<file path="src/rtl/fetch_stage_pkg.sv">
// -----------------------------------------------------------------------------
// fetch_stage_pkg
// Shared CPU definitions used by the instruction fetch stage:
//   fetchState_t      - fetch FSM state encoding
//   RESET_PC_DEFAULT  - default first fetch address after reset
//   NOP_INSTR         - instruction word injected on flush/bubble
//   alignPc()         - forces a target address onto a word boundary
// -----------------------------------------------------------------------------
package fetch_stage_pkg;

  typedef enum logic [1:0] {
    FETCH = 2'd0,  // request outstanding at PCF
    HOLD  = 2'd1,  // word buffered, decode stalled, no request
    DRAIN = 2'd2   // waiting out a wrong-path response
  } fetchState_t;

  localparam logic [31:0] RESET_PC_DEFAULT = 32'h0000_0000;
  localparam logic [31:0] NOP_INSTR        = 32'h0000_0000;

  function automatic logic [31:0] alignPc(input logic [31:0] pc);
    return {pc[31:2], 2'b00};
  endfunction

endpackage

</file>
<file path="src/rtl/fetch_stage_if_id_reg.sv">
// -----------------------------------------------------------------------------
// if_id_reg
// IF/ID pipeline register.
//   Clk, Reset         - clock, synchronous active-high reset
//   Enable             - load new contents (decode not stalled)
//   Clear              - load a NOP bubble; PCPlus4D keeps its value
//   InstrIn/PCPlus4In  - instruction and its PC+4 from fetch
//   InstrD/PCPlus4D    - registered instruction and PC+4
//   ValidD             - register holds a real instruction
// -----------------------------------------------------------------------------
module if_id_reg
  import fetch_stage_pkg::*;
(
  input  logic        Clk,
  input  logic        Reset,
  input  logic        Enable,
  input  logic        Clear,
  input  logic [31:0] InstrIn,
  input  logic [31:0] PCPlus4In,
  output logic [31:0] InstrD,
  output logic [31:0] PCPlus4D,
  output logic        ValidD
);

  logic [31:0] instrReg;
  logic [31:0] pcPlus4Reg;
  logic        validReg;

  // Clear wins over a normal load so a flush can never leak a wrong-path word.
  always_ff @(posedge Clk) begin
    if (Reset) begin
      instrReg   <= NOP_INSTR;
      pcPlus4Reg <= 32'h0;
      validReg   <= 1'b0;
    end else if (Clear) begin
      instrReg <= NOP_INSTR;
      validReg <= 1'b0;
    end else if (Enable) begin
      instrReg   <= InstrIn;
      pcPlus4Reg <= PCPlus4In;
      validReg   <= 1'b1;
    end
  end

  assign InstrD   = instrReg;
  assign PCPlus4D = pcPlus4Reg;
  assign ValidD   = validReg;

endmodule

</file>
<file path="src/rtl/fetch_stage.sv">
// -----------------------------------------------------------------------------
// fetch_stage
// Instruction fetch: PC register, fetch FSM (FETCH/HOLD/DRAIN) handling a
// variable-latency instruction memory, branch/jump redirect and the IF/ID
// register.
//   Clk, Reset            - clock, synchronous active-high reset
//   StallF, StallD        - hazard-unit stalls for PCF and IF/ID
//   PCSrcD/PCBranchD      - taken branch and its target
//   JumpD/PCJumpD         - jump and its target (wins over a branch)
//   ImemReq/ImemAddr      - memory request, held stable until ImemReady
//   ImemReady/ImemRdata   - response strobe and instruction word
//   InstrD/PCPlus4D/ValidD- IF/ID register contents
//   FetchStall            - fetch cannot deliver this cycle
// -----------------------------------------------------------------------------
module fetch_stage
  import fetch_stage_pkg::*;
#(
  parameter logic [31:0] RESET_PC = RESET_PC_DEFAULT
) (
  input  logic        Clk,
  input  logic        Reset,
  input  logic        StallF,
  input  logic        StallD,
  input  logic        PCSrcD,
  input  logic [31:0] PCBranchD,
  input  logic        JumpD,
  input  logic [31:0] PCJumpD,
  output logic        ImemReq,
  output logic [31:0] ImemAddr,
  input  logic        ImemReady,
  input  logic [31:0] ImemRdata,
  output logic [31:0] InstrD,
  output logic [31:0] PCPlus4D,
  output logic        ValidD,
  output logic        FetchStall
);

  fetchState_t stateReg, stateNext;
  logic [31:0] pcfReg, pcfNext;
  logic [31:0] pendingPcReg, pendingPcNext;
  logic [31:0] holdBufReg, holdBufNext;

  logic        redirect;
  logic [31:0] redirectTarget;
  logic [31:0] pcfPlus4;
  logic        deliver;
  logic [31:0] deliverInstr;
  logic        ifIdClear;

  // A redirect is only acted on when decode actually advances.
  assign redirect       = (PCSrcD | JumpD) & ~StallD;
  assign redirectTarget = alignPc(JumpD ? PCJumpD : PCBranchD);
  assign pcfPlus4       = pcfReg + 32'd4;

  always_ff @(posedge Clk) begin
    if (Reset) begin
      stateReg     <= FETCH;
      pcfReg       <= RESET_PC;
      pendingPcReg <= 32'h0;
      holdBufReg   <= 32'h0;
    end else begin
      stateReg     <= stateNext;
      pcfReg       <= pcfNext;
      pendingPcReg <= pendingPcNext;
      holdBufReg   <= holdBufNext;
    end
  end

  always_comb begin
    stateNext     = stateReg;
    pcfNext       = pcfReg;
    pendingPcNext = pendingPcReg;
    holdBufNext   = holdBufReg;
    deliver       = 1'b0;
    deliverInstr  = holdBufReg;

    case (stateReg)
      FETCH: begin
        if (ImemReady) begin
          if (redirect) begin
            pcfNext = redirectTarget;
          end else if (StallD) begin
            holdBufNext = ImemRdata;
            stateNext   = HOLD;
          end else begin
            deliver      = 1'b1;
            deliverInstr = ImemRdata;
            if (!StallF) pcfNext = pcfPlus4;
          end
        end else if (redirect) begin
          // The in-flight request must complete at the old address first.
          pendingPcNext = redirectTarget;
          stateNext     = DRAIN;
        end
      end

      HOLD: begin
        if (redirect) begin
          pcfNext   = redirectTarget;
          stateNext = FETCH;
        end else if (!StallD) begin
          deliver      = 1'b1;
          deliverInstr = holdBufReg;
          pcfNext      = pcfPlus4;
          stateNext    = FETCH;
        end
      end

      DRAIN: begin
        if (ImemReady) begin
          // A redirect arriving on the drain cycle itself is the newest target.
          pcfNext   = redirect ? redirectTarget : pendingPcReg;
          stateNext = FETCH;
        end else if (redirect) begin
          pendingPcNext = redirectTarget;
        end
      end

      default: begin
        stateNext = FETCH;
      end
    endcase
  end

  // Flush on redirect; bubble whenever decode advances with nothing to give.
  assign ifIdClear = redirect | (~StallD & ~deliver);

  if_id_reg ifIdReg (
    .Clk      (Clk),
    .Reset    (Reset),
    .Enable   (~StallD),
    .Clear    (ifIdClear),
    .InstrIn  (deliverInstr),
    .PCPlus4In(pcfPlus4),
    .InstrD   (InstrD),
    .PCPlus4D (PCPlus4D),
    .ValidD   (ValidD)
  );

  // In DRAIN pcfReg still holds the address of the outstanding request.
  assign ImemReq    = ~Reset & (stateReg != HOLD);
  assign ImemAddr   = pcfReg;
  assign FetchStall = ((stateReg == FETCH) & ~ImemReady) | (stateReg == DRAIN);

endmodule

</file>
<file path="config.mk">
export PLATFORM = sky130hd
export DESIGN_NAME = fetch_stage
export DESIGN_NICKNAME = d
export VERILOG_FILES = /design/src/rtl/fetch_stage_pkg.sv /design/src/rtl/fetch_stage_if_id_reg.sv /design/src/rtl/fetch_stage.sv
export SDC_FILE = /design/constraint.sdc
export NUM_CORES = 1
export LEC_CHECK = 0
export ABC_AREA = 1
export BUFFER_PORTS_ARGS = -buffer_cell sky130_fd_sc_hd__buf_4
export CORE_MARGIN = 2
export CORE_UTILIZATION = 50
export CTS_BUF_LIST = sky130_fd_sc_hd__clkbuf_2
export DETAILED_ROUTE_END_ITERATION = 12
export GPL_ROUTABILITY_DRIVEN = 0
export HOLD_SLACK_MARGIN = 0.05
export PLACE_DENSITY = 0.78
export SETUP_SLACK_MARGIN = 0.5
export SLEW_MARGIN = 40
export SYNTH_ARGS = -nofsm -noshare
export SYNTH_HDL_FRONTEND = slang
export SYNTH_HIERARCHICAL = 1
export SYNTH_SLANG_ARGS = --single-unit
</file>
<file path="constraint.sdc">
create_clock -name Clk -period 1.5 [get_ports Clk]
set_clock_uncertainty 0.05 [all_clocks]
set_input_delay 0.3 -clock Clk [delete_from_list [all_inputs] [get_ports Clk]]
set_output_delay 0.3 -clock Clk [all_outputs]
set_load 0.005 [all_outputs]
</file>
==> flow_summary.toml, run 1 <==
[outcome]
status = "aborted with a tool error"
lastStage = "global routing (5_1_grt)"
tool.error = "[ERROR GRT-0232] Routing congestion too high. Check the congestion heatmap in the GUI."

[clock_network]
clockBufferDepth = 2
cts_buffers = 17
cts_root_buf = "clkbuf_2"
clock_sinks = 163
htreeDepth = 4

[yosys]
synth_edf_count = 0
synth-async-reset-ratio_pct = 0
syn_nets = 1370
ys_warn_count = 6
synth_area_mm2 = 0.00828
synthFlopType = "dfxtp_1"
synth_top_area_share_pct = 39.4
synth_top_area_cell = "dfxtp_1"
avgSynthCellArea_um2 = 6.54
yosysUniqueCellTypes = 31
synth-seq-cells = 163
syn_inst = 1266
synth_area_leaders = "dfxtp_1 (39%), nand2_1 (12%), a21oi_1 (9.9%), inv_1 (8.3%), nor2_1 (7.6%)"
ys_seq_area_share_pct = 39.4

[sta]
crit_endpoint = "FetchStall"
worstEndpointType = "output port"

[die]
core.rowCount = 47
die_y_um = 133
io_pins = 202
start_util_pct = 50.5
die_width_um = 133

[grt]
grt_max_degree = 59
grt_usage_pct = 77.6
grt.overflow.total = 138

[placement]
io_buffers = 197
dp_hpwl_um = 17200
dp_cells = 1723
dpl_worst_slack_ns = -0.279
[cells in the mapped netlist, types with 2 or more instances]
library cell / count
buf_2: 29
nor2_2: 5
o21a_1: 21
nand3_1: 55
nor3_1: 14
o21ai_1: 30
a21oi_1: 163
nand2_2: 4
xor2_1: 13
inv_2: 2
clkbuf_1: 28
o21ai_0: 72
nand2_4: 3
nor2_1: 167
buf_6: 9
inv_1: 183
nor2_4: 10
dfxtp_1: 163
and2_1: 2
o22ai_1: 10
nand2_1: 268
clkbuf_2: 2
buf_4: 5
[cell families after synthesis]
kind of cell	after synthesis	share of synthesized area [%]
AO/OA/AOI/OAI	298	18.9
adder cells (fa/ha/maj)	1	0.151
buffers and inverters	261	13.4
AND/OR/NAND/NOR	528	26.5
XOR/XNOR	15	1.68
flip-flops	163	39.4
[routing by layer]
metal	GRT overflow	track usage, %
met1	0	75.5
met2	78	97.1
met3	3	58.2
met4	57	86.5
met5	0	13.9
[through the flow]
step                hold slack [ns]  instance area (µm²)
CTS                          -0.153                14400
detailed placement            0.390                11000
global placement              0.384                11000
floorplan                     0.303                 8760
[what timing repair did]
item / CTS
gates resized for setup: 392
pin swaps: 85
endpoints found under the hold margin: 133
hold buffers: 95
setup buffers: 71
endpoints found under the setup margin: 262
gates cloned: 13
==> inputs of run 2 (changes only) <==
--- a/config.mk
+++ b/config.mk
@@ -8,13 +8,10 @@
 export ABC_AREA = 1
 export BUFFER_PORTS_ARGS = -buffer_cell sky130_fd_sc_hd__buf_4
 export CORE_MARGIN = 2
-export CORE_UTILIZATION = 50
-export CTS_BUF_LIST = sky130_fd_sc_hd__clkbuf_2
+export CORE_UTILIZATION = 35
 export DETAILED_ROUTE_END_ITERATION = 12
 export GPL_ROUTABILITY_DRIVEN = 0
-export HOLD_SLACK_MARGIN = 0.05
-export PLACE_DENSITY = 0.78
-export SETUP_SLACK_MARGIN = 0.5
+export PLACE_DENSITY_LB_ADDON = 0.15
 export SLEW_MARGIN = 40
 export SYNTH_ARGS = -nofsm -noshare
 export SYNTH_HDL_FRONTEND = slang
==> constraint.sdc (replaced) <==
create_clock -name Clk -period 2 [get_ports Clk]
set_clock_uncertainty 0.05 [all_clocks]
set_input_delay 0.4 -clock Clk [delete_from_list [all_inputs] [get_ports Clk]]
set_output_delay 0.4 -clock Clk [all_outputs]
set_load 0.005 [all_outputs]
==> flow_summary.toml, run 2 <==
[worst_setup_path]
path_max_fanout = 5
cp.arrival_ns = 2.08
critical_path.top_delay_family = "simple AND/OR/NAND/NOR gates"
critPathSlowestCell = "dfxtp_1"
required_ns = 2.27
rrSetupSlack_ns = 0.19
cp_cell_sequence = "nand2_1 > nor2_1 > nand2_1 > nor2_4 > nand3_1 > and2_1 > inv_1 > nand3_1 > nand2_1 > nor2_1"
critPathKind = "reg2reg"
cp_num_buf_inv = 1
critPathCaptureType = "flip-flop"
worstReg2RegStart = "ImemAddr[12]"
cpMostUsedCell = "nand2_1"
crit_start = "ImemAddr[12]"
critPathLaunchType = "flip-flop"
max_stage_delay_ns = 0.50

[sta]
worst_slew_pin_slew_ns = 0.650
rsz0062_at_grt = "no"
setup_viol = 0
max_freq_ghz = 0.553
slew_headroom_pct = 56.7
fin_tns_setup_ns = 0
fin_crit_ns = 1.81
hold_viol_final = 0
report.final.slew_viol_count = 0
finalCritPeriodShare_pct = 90.4

[yosys]
synth-seq-cells = 163
ys_warn_count = 6
synth_edf_count = 0
synthFlopType = "dfxtp_1"
synth-async-reset-ratio_pct = 0
synth_area_mm2 = 0.00828
synth_area_leaders = "dfxtp_1 (39%), nand2_1 (12%), a21oi_1 (9.9%), inv_1 (8.3%), nor2_1 (7.6%)"
yosys-top-cells-count = "nand2_1 (268), inv_1 (183), nor2_1 (167)"
ys_seq_area_share_pct = 39.4
syn_inst = 1266
synth_top_area_share_pct = 39.4
yosysMostFrequentCell = "nand2_1"
avgSynthCellArea_um2 = 6.54
syn_nets = 1370
synth_top_area_cell = "dfxtp_1"
yosysUniqueCellTypes = 31

[placement]
placed_cell_area_mm2 = 0.0101
dp_cells = 1737
io_buffers = 197
dp_hpwl_um = 17100

[power]
max-vdd-ir-drop_uv = 485
leakagePower_nw = 4.84
power_density_mw_per_mm2 = 795
total_power_mw = 8.54

[die]
io_pins = 202
fp.dieArea_mm2 = 0.0249
coreArea_mm2 = 0.0233
die_width_um = 158
core.rowCount = 56
die_y_um = 158
start_util_pct = 35.5

[clock_network]
htreeDepth = 4
ctsHoldBuffers = 0
clockBufferDepth = 2
clock_latency_ns = 0.43
cts_root_buf = "clkbuf_16"
cts_buffers = 17
cts_tree = "yes"
clock_sinks = 163
clk_pin_slew_ns = 0.08

[finish]
nets = 1542
area_growth_syn_to_layout_pct = 29.7
final_util_pct = 46.0
finalNonFillerCells = 1770
drive_gt1_share_pct = 20.2
final_common_cell = "nand2_1"
fillerInstances = 2482
antenna_cells = 0
finish.instance_area_mm2 = 0.0107
final_cell_mix = "nand2_1 (267), buf_4 (216), inv_1 (181)"

[grt]
antenna_found_initial = 0
grt_pass1_vias = 7767
grt_first_pass_wirelength_um = 38600
grt.overflow.total = 0
grt_max_degree = 65
grt_usage_pct = 19.4

[detailed_routing]
wl_um = 23700
vias_per_cell = 4.62
avgRoutedWirePerCell_um = 13.4
ant_nets = 0
vias = 8184
dr.pass1.iters = 4
drc_errors = 0
drt_iter0_markers = 347

[job]
maxCapViolCount = 0

[outcome]
status = "finished, final reports clean"

[min_path]
hold_class = "in2reg"
hold_start = "Reset"
-- run 2: through the flow --
step	worst slack, ns	hold slack [ns]
after detailed placement	0.135	0.386
after floorplan	0.431	0.375
after CTS	0.114	0.136
after global routing	0.00469	0.148
after global placement	0.163	0.383
final	0.192	0.147
-- run 2: worst register-to-register path, delay by kind of cell, from the launching register on --
kind | cells | cell delay, ns
AND/OR/NAND/NOR | 9 | 1.10
flip-flops | 1 | 0.50
buffers and inverters | 1 | 0.06
-- run 2: cells by family after synthesis --
| logic type | count (synthesis) | synth area share [%] |
|---|---|---|
| AOI/OAI and AO/OA | 298 | 18.9 |
| xor gates and xnor gates | 15 | 1.68 |
| adders and majority gates | 1 | 0.151 |
| DFF | 163 | 39.4 |
| and+or+nand+nor | 528 | 26.5 |
| buffers and inverters | 261 | 13.4 |
-- run 2: per-layer routing --
metal / GRT usage, % / share of wire [%] / up-vias
li1: - / - / 4304
met1: 24.1 / 44 / 3701
met2: 33.9 / 48 / 158
met3: 4.93 / 5.9 / 21
met4: 4.33 / 1.4 / 0
met5: 0 / 0 / -
-- run 2: worst paths after layout --
| check | depth (start not counted) | endpoint |
|---|---|---|
| max | 10 | ifIdReg/PCPlus4D[23] |
| min | 2 | stateReg[1] |
| max reg2reg | 10 | ifIdReg/PCPlus4D[23] |
| min reg2reg | 2 | pendingPcReg[9] |
-- run 2: timing repair --
item                                   in CTS  in global routing
setup endpoints to repair                   0                  9
gates resized for setup                     0                  4
buffers inserted                            0                  1
endpoints found under the hold margin       0                  0
-- run 2: power by group --
part	switching, mW	internal, mW	total (mW)
logic	0.832	0.675	1.51
clock network	1.59	1.81	3.40
registers	0.162	3.47	3.63
-- run 2: cell type report --
type / count / area, µm² / area share [%]
multi-input cells: 842 / 3930 / 36.6
flip-flops and latches: 163 / 3260 / 30.4
clock inverters: 15 / 190 / 1.77
well taps: 319 / 399 / 3.72
repair buffers: 226 / 1820 / 17.0
inverters: 188 / 709 / 6.61
clock buffers: 17 / 425 / 3.96
Power figures use the tool's default switching activity.
